--- src/rtl/coef_frame_loader.sv ---
// ---------------------------------------------------------------------------
// coef_frame_loader
// Packs a byte stream into 136-bit words for the NTT/INTT test wrapper.
// A frame is FRAME_WORDS words (64 coefficients + 1 seed). After the last
// word the loader pulses ntt_start, holds mode_out, and refuses input until
// the wrapper's done pulse (dvld) arrives.
//
// Optional build macro: LOADER_TIMEOUT_EN
//   When defined, a partial frame that sees no accepted byte for TIMEOUT
//   cycles is discarded and err is raised.
//
// Ports
//   clk         in   1    clock
//   rst         in   1    asynchronous active-low reset
//   byte_in     in   8    input byte
//   byte_vld    in   1    byte_in valid (transfer on byte_vld & byte_rdy)
//   byte_rdy    out  1    loader can accept a byte
//   mode_in     in   3    mode, sampled at the first byte of each frame
//   dvld        in   1    done pulse from the wrapper
//   word_out    out  136  assembled word (first byte in bits [135:128])
//   word_vld    out  1    one-cycle word strobe
//   ntt_start   out  1    one-cycle start pulse
//   mode_out    out  3    latched mode
//   frame_done  out  1    one-cycle pulse when dvld accepted in WAIT_DONE
//   err         out  1    sticky error flag
// ---------------------------------------------------------------------------
module coef_frame_loader #(
    parameter int          WORD_BYTES  = 17,
    parameter int          FRAME_WORDS = 65,
    parameter logic [19:0] TIMEOUT     = 20'hFFFFF
) (
    input  logic                    clk,
    input  logic                    rst,
    input  logic [7:0]              byte_in,
    input  logic                    byte_vld,
    output logic                    byte_rdy,
    input  logic [2:0]              mode_in,
    input  logic                    dvld,
    output logic [WORD_BYTES*8-1:0] word_out,
    output logic                    word_vld,
    output logic                    ntt_start,
    output logic [2:0]              mode_out,
    output logic                    frame_done,
    output logic                    err
);

    localparam int         W         = WORD_BYTES * 8;
    localparam logic [4:0] LAST_BYTE = 5'(WORD_BYTES - 1);
    localparam logic [6:0] LAST_WORD = 7'(FRAME_WORDS - 1);

    localparam logic [1:0] IDLE      = 2'd0;
    localparam logic [1:0] LOAD      = 2'd1;
    localparam logic [1:0] FIRE      = 2'd2;
    localparam logic [1:0] WAIT_DONE = 2'd3;

    logic [1:0]   state_r;
    logic [4:0]   byte_cnt_r;
    logic [6:0]   word_cnt_r;
    logic [W-1:0] sh_r;
    logic [W-1:0] word_out_r;
    logic         byte_rdy_r;
    logic         word_vld_r;
    logic         ntt_start_r;
    logic [2:0]   mode_out_r;
    logic         frame_done_r;
    logic         err_r;

    logic         accept_s;
    logic         first_byte_s;
    logic         timeout_hit_s;

    assign accept_s     = byte_vld & byte_rdy_r & (state_r == LOAD);
    assign first_byte_s = (word_cnt_r == 7'd0) && (byte_cnt_r == 5'd0);

`ifdef LOADER_TIMEOUT_EN
    logic [19:0] idle_cnt_r;
    logic        frame_open_s;

    // Only a partially loaded frame in LOAD can time out.
    assign frame_open_s  = (state_r == LOAD) && !first_byte_s;
    assign timeout_hit_s = frame_open_s && !accept_s && (idle_cnt_r == TIMEOUT);

    // Idle counter: cleared by every accepted byte, runs while a frame is open.
    always_ff @(posedge clk or negedge rst) begin
        if (!rst) begin
            idle_cnt_r <= 20'd0;
        end else if (!frame_open_s || accept_s || timeout_hit_s) begin
            idle_cnt_r <= 20'd0;
        end else begin
            idle_cnt_r <= idle_cnt_r + 20'd1;
        end
    end
`else
    assign timeout_hit_s = 1'b0;
`endif

    // Main FSM, byte packing and all registered outputs.
    always_ff @(posedge clk or negedge rst) begin
        if (!rst) begin
            state_r      <= IDLE;
            byte_cnt_r   <= 5'd0;
            word_cnt_r   <= 7'd0;
            sh_r         <= '0;
            word_out_r   <= '0;
            byte_rdy_r   <= 1'b0;
            word_vld_r   <= 1'b0;
            ntt_start_r  <= 1'b0;
            mode_out_r   <= 3'd0;
            frame_done_r <= 1'b0;
            err_r        <= 1'b0;
        end else begin
            word_vld_r   <= 1'b0;
            ntt_start_r  <= 1'b0;
            frame_done_r <= 1'b0;
            case (state_r)
                IDLE: begin
                    state_r    <= LOAD;
                    byte_rdy_r <= 1'b1;
                end
                LOAD: begin
                    if (accept_s) begin
                        sh_r <= {sh_r[W-9:0], byte_in};
                        if (first_byte_s) begin
                            mode_out_r <= mode_in;
                            err_r      <= 1'b0;
                        end
                        if (byte_cnt_r == LAST_BYTE) begin
                            word_out_r <= {sh_r[W-9:0], byte_in};
                            word_vld_r <= 1'b1;
                            byte_cnt_r <= 5'd0;
                            word_cnt_r <= word_cnt_r + 7'd1;
                            // Last word: stop accepting in the strobe cycle.
                            if (word_cnt_r == LAST_WORD) begin
                                state_r    <= FIRE;
                                byte_rdy_r <= 1'b0;
                            end
                        end else begin
                            byte_cnt_r <= byte_cnt_r + 5'd1;
                        end
                    end else if (timeout_hit_s) begin
                        byte_cnt_r <= 5'd0;
                        word_cnt_r <= 7'd0;
                        err_r      <= 1'b1;
                    end
                end
                FIRE: begin
                    // One cycle after the last strobe so the wrapper's word counter has wrapped.
                    ntt_start_r <= 1'b1;
                    word_cnt_r  <= 7'd0;
                    state_r     <= WAIT_DONE;
                end
                WAIT_DONE: begin
                    if (dvld) begin
                        frame_done_r <= 1'b1;
                        state_r      <= LOAD;
                        byte_rdy_r   <= 1'b1;
                    end
                end
                default: begin
                    state_r    <= IDLE;
                    byte_rdy_r <= 1'b0;
                end
            endcase
            // A done pulse outside WAIT_DONE is a protocol error; it wins over the first-byte clear.
            if (dvld && (state_r != WAIT_DONE)) begin
                err_r <= 1'b1;
            end
        end
    end

    assign byte_rdy   = byte_rdy_r;
    assign word_out   = word_out_r;
    assign word_vld   = word_vld_r;
    assign ntt_start  = ntt_start_r;
    assign mode_out   = mode_out_r;
    assign frame_done = frame_done_r;
    assign err        = err_r;

endmodule

--- config.mk ---
export PLATFORM = sky130hd
export DESIGN_NAME = coef_frame_loader
export DESIGN_NICKNAME = d
export VERILOG_FILES = /design/src/rtl/coef_frame_loader.sv
export SDC_FILE = /design/constraint.sdc
export NUM_CORES = 1
export LEC_CHECK = 0
export ABC_CLOCK_PERIOD_IN_PS = 2800
export CORE_MARGIN = 2
export CORE_UTILIZATION = 36
export CTS_BUF_LIST = sky130_fd_sc_hd__clkbuf_8
export CTS_CLUSTER_DIAMETER = 60
export DETAILED_ROUTE_END_ITERATION = 8
export PLACE_DENSITY = 0.53
export SLEW_MARGIN = 15
export SYNTH_ARGS = -nofsm -noshare
export SYNTH_HDL_FRONTEND = slang
export SYNTH_SLANG_ARGS = --single-unit
--- constraint.sdc ---
create_clock -name clk -period 2.8 [get_ports clk]
set_input_delay 0.84 -clock clk [delete_from_list [all_inputs] [get_ports clk]]
set_output_delay 0.84 -clock clk [all_outputs]
set_load 0.005 [all_outputs]
==> results of run 1 <==
[power by group through the flow]
stage | registers (uW) | clock network, uW | logic [uW]
floorplan | 5340 | 0 | 1120
global placement | 5570 | 0 | 1640
detailed placement | 5580 | 0 | 1680
CTS | 5510 | 3970 | 1690
global route | 5610 | 4170 | 1900
finish | 5480 | 3820 | 1640
[layout by cell type, fill, tap and decap left out, types with 2 or more instances in the layout]
cell / synthesis / routed
dfrtp_1: 286 / 286
o21ai_0: 8 / 8
ha_1: 9 / 9
nor2_1: 2 / 2
a21oi_1: 6 / 6
and2_1: 2 / 2
mux2i_1: 2 / 2
inv_1: 9 / 27
o31ai_1: 2 / 2
nand4_1: 3 / 3
mux2_1: 121 / 121
bufinv_16: 0 / 2
and4_1: 2 / 2
and3_1: 3 / 2
buf_4: 1 / 10
clkinv_2: 0 / 8
buf_12: 0 / 7
clkdlybuf4s50_1: 0 / 157
mux2_2: 18 / 18
or3_1: 3 / 3
clkbuf_8: 0 / 60
nor2b_1: 3 / 3
nand3_1: 9 / 8
nand2_1: 393 / 392
a21o_1: 2 / 2
[final timing paths]
check	slack, ps	start	to
max	280	byte_rdy	byte_rdy
min	180	rst	word_out[115]
min reg2reg	470	sh_r[127]	sh_r[127]
max in group asynchronous	1870	rst	sh_r[50]
min in group clk	470	sh_r[127]	sh_r[127]
max reg2reg	810	byte_cnt_r[0]	mode_out[0]
[cells by family after synthesis]
kind of cell	count (synthesis)	share of synthesized area
compound gates	23	0.01272
xor+xnor	2	0.001590
fa+ha+maj	9	0.01022
buf+inv	55	0.02839
flops	286	0.6496
mux	141	0.1439
simple gates	427	0.1536
[flip-flops by register name (all words and copies together), names as in the netlist]
register	count
byte_cnt_r	5
byte_rdy	1
err	1
frame_done	1
mode_out	3
ntt_start	1
sh_r	128
state_r	2
word_cnt_r	7
word_out	136
word_vld	1
[metal layers]
metal / GRT usage / up-vias
li1: - / 3425
met1: 0.2035 / 3588
met2: 0.2486 / 139
met3: 0.04453 / 42
met4: 0.04302 / 0
met5: 0 / -
[metrics by stage]
stage            util  instances  hold WS [ps]  area, sq um  power, uW
3_5_place_dp   0.4304       1468         457.6        13060       7267
3_3_place_gp   0.4304       1468         458.3        13060       7209
5_1_grt        0.4636       1558         161.0        14070      11680
4_1_cts        0.4636       1558         149.7        14070      11170
2_1_floorplan       -        943         438.6        11020       6456
6_report       0.4636       1558         177.9        14070      10940
[cell type report]
type	count	area, sq um	area share
inverters	9	33.78	0.002401
clock buffers	60	825.8	0.05869
well taps	396	495.5	0.03521
repair buffers	175	1802	0.1280
clock inverters	30	183.9	0.01307
multi-input cells	602	3573	0.2540
flip-flops and latches	286	7157	0.5086
==> impl_metrics.toml, run 1 <==
[critical_path]
crit_slowest_cell = "clkdlybuf4s50_1"
cp_num_cells = 1
path_max_fanout = 6
crit_family = "buffers and inverters"
cp_data_arrival_time_ps = 1680
cp_num_buf_inv = 1
worstPathCellList = "clkdlybuf4s50_1"
setup.worst_path.end_class = "primary output"
critPathLaunchType = "flop"
setup.worst_path.class = "flop to primary output"
reg2regPathDepth = 7
cp.required_ps = 1960
max_stage_delay_ps = 630

[final_layout]
drive_gt1_frac = 0.09811
num_antenna_cells = 0
nNetsFinal = 1148
fillers = 2884
area_delta_synth_final_pct = 27.71

[clock_tree]
cts_tree = "built"
post-cts-setup-buffers = 0
cts.sinks = 286
clock_latency_ps = 560
h-tree-depth = 2
cts_resized = 0
cts_root_buf = "clkbuf_8"
clock_path_buffers = 3
clk_pin_slew_ps = 60
cts_buffers = 50
cts_hold_buffers = 0

[job]
max_cap_violations = 0

[synth]
synth_common_cells = "nand2_1, dfrtp_1, mux2_1"
synth_cell_types = 38
yosys_warnings = 0
yosysMostFrequentCell = "nand2_1"
synth.top_cell.area_share = 0.6496
synth_edf_count = 0
yosys_most_used_dff = "dfrtp_1"
synth-seq-area-share = 0.6496
synthCells = 943
syn-num-nets = 967
async_reset_ff_frac = 1.000
synth_area_sq_um = 11020
synth_top_area_cell = "dfrtp_1"
syn_avg_cell_area_sq_um = 11.68
synth-seq-cells = 286
synth.area.top_cells = "dfrtp_1, nand2_1, mux2_1"

[routing]
wl_met2_mm = 10.95
drt-total-wl_mm = 23.92
wl_met3_mm = 1.406
wl_per_cell_microns = 15.36
via_count = 7194
drt-pass1-iter-count = 4
antenna_left = 0
routed.top_layer = "met4"
met1_length_mm = 11.10
drcViolationCount = 0
drt_iter0_markers = 295
via_per_inst = 4.617

[timing]
max_freq_mhz = 396.5
fin_crit_ps = 2522
relSlewSlack = 0.6002
tns_ps = 0
rsz0062_at_grt = "false"
fin_crit_sh = 0.9008
finalMaxSlewViolations = 0
hold_violations = 0
fin_skew_ps = 16.59
setup_viol = 0
fin_ws_ps = 277.7
tightest_slew_ps = 599.8

[place]
portBuffers = 158
gp_congestion = 0.7147
post-place-ws_ps = 206.9
detailed_place_hpwl_mm = 14.69

[global_route]
grt.overflow.total = 0
grt_pass1_vias = 7545
grt_usage = 0.1543
grt_pass1_wl_mm = 39.56
grt_antenna_before_repair = 0
grt_start_max_net_pins = 129

[power_and_ir_drop]
p_per_area_nw_per_um2 = 777.1
power.share.clock = 0.349
p_sw_uw = 3323
irDropWorstVdd_mv = 0.4029
intPower_uw = 7612
pwr-share-seq = 0.502
switching_share = 0.3039
p_leak_uw = 0.007424
combPwrFrac = 0.150

[floorplan]
die-area_sq_um = 32020
die_h_microns = 178.9
num_rows = 64
pin_count = 159
core_area_sq_um = 30350
initial_core_util = 0.3630
die_w_microns = 178.9

[worst_hold_path]
min_path_type = "primary input to async pin"

[outcome]
status = "complete, no violations"
Note: power is estimated with default switching activity, not from simulation.
==> run 2: changes to the inputs <==
- PLACE_DENSITY: 0.53 -> 0.59
- SLEW_MARGIN: 15 -> 20
==> impl_metrics.toml, run 2 (synthesized netlist as in run 1, its figures left out) <==
[clock_tree]
cts_hold_buffers = 0
clock_latency_ps = 540
clk_pin_slew_ps = 60
cts_root_buf = "clkbuf_8"
h-tree-depth = 2
cts.sinks = 286
clock_path_buffers = 3
cts_buffers = 49
cts_resized = 0
cts_tree = "built"
post-cts-setup-buffers = 0

[power_and_ir_drop]
irDropWorstVdd_mv = 0.3790
p_total_uw = 10820
p_per_area_nw_per_um2 = 770.5
p_leak_uw = 0.007415

[timing]
rsz0062_at_grt = "false"
setup_viol = 0
fin_crit_sh = 0.8533
max_freq_mhz = 418.5
fin_ws_ps = 410.8
finalMaxSlewViolations = 0
hold_violations = 0
fin_skew_ps = 14.88
tightest_slew_ps = 756.3
relSlewSlack = 0.4958
tns_ps = 0
fin_crit_ps = 2389

[global_route]
grt_start_max_net_pins = 129
grt_antenna_before_repair = 0
grt_pass1_wl_mm = 38.12
grt_pass1_vias = 7188
grt_usage = 0.1485
grt.overflow.total = 0

[floorplan]
die-area_sq_um = 32020
initial_core_util = 0.3630
core_area_sq_um = 30350
die_w_microns = 178.9
die_h_microns = 178.9
num_rows = 64
pin_count = 159

[critical_path]
max_stage_delay_ps = 560
cp.required_ps = 1960
cp_num_buf_inv = 1
crit_slowest_cell = "clkdlybuf4s50_1"
path_max_fanout = 6
setup.worst_path.end_class = "primary output"
critPathLaunchType = "flop"
setup.worst_path.class = "flop to primary output"
worstPathCellList = "clkdlybuf4s50_1"
cp_data_arrival_time_ps = 1550
crit_family = "buffers and inverters"

[final_layout]
final_common_cell = "nand2_1"
largest_register_ffs = 136
nNetsFinal = 1147
num_antenna_cells = 0
drive_gt1_frac = 0.09405
final_cell_mix = "nand2_1, dfrtp_1, clkdlybuf4s50_1, mux2_1, clkbuf_8"
area_delta_synth_final_pct = 27.41

[routing]
drt-pass1-iter-count = 4
wl_per_cell_microns = 14.94
drt-total-wl_mm = 23.23
drt_iter0_markers = 448
via_per_inst = 4.626
via_count = 7194
drcViolationCount = 0
antenna_left = 0

[job]
max_cap_violations = 0

[place]
portBuffers = 158
detailed_place_hpwl_mm = 14.75
post-place-ws_ps = 220.9
gp_congestion = 0.7179

[outcome]
status = "complete, no violations"

[worst_hold_path]
min_path_type = "primary input to async pin"
[run 2: cell types whose count changed in the layout (fill, tap and decap cells not counted)]
cell	change
inv_1	+2
clkinvlp_4	-1
clkinv_2	-2
clkbuf_8	-1
clkinv_4	-1
[run 2: cell type report]
type | instances | area, sq um
fillers | 2848 | 16310
flip-flops and latches | 286 | 7157
multi-input cells | 602 | 3573
repair buffers | 175 | 1802
clock buffers | 59 | 812.0
well taps | 396 | 495.5
clock inverters | 28 | 165.2
inverters | 9 | 33.78
[run 2: power by group]
part	total [uW]	switching [uW]	leakage, uW	internal [uW]
registers	5500	625	0.00391	4880
logic	1610	1010	0.00292	598
clock network	3700	1620	0.000582	2080
total	10800	3260	0.00742	7560
[run 2: path summary, 6_finish.rpt]
kind / from / cells past startpoint / slack (ps) / end
max in group asynchronous: rst / 2 / 1870 / sh_r[33]
max: byte_rdy / 1 / 410 / byte_rdy
max reg2reg: state_r[1] / 6 / 560 / sh_r[107]
min in group clk: sh_r[122] / 2 / 480 / sh_r[122]
min reg2reg: sh_r[122] / 2 / 480 / sh_r[122]
min: rst / 1 / 240 / sh_r[109]
[run 2: per-stage QoR]
stage	hold slack [ps]	std cells	cell area (sq um)	utilization
global placement	456.9	1468	13060	0.4304
finish	239.0	1555	14040	0.4626
global route	241.1	1555	14040	0.4626
CTS	221.8	1555	14040	0.4626
floorplan	438.6	943	11020	-
detailed placement	460.1	1468	13060	0.4304
[run 2: layer usage]
layer | up-vias | share of wire | track usage
met4 | 0 | 0.020 | 0.04167
met1 | 3574 | 0.46 | 0.2059
met5 | - | 0 | 0
met2 | 148 | 0.46 | 0.2269
met3 | 43 | 0.061 | 0.04326
li1 | 3429 | - | -
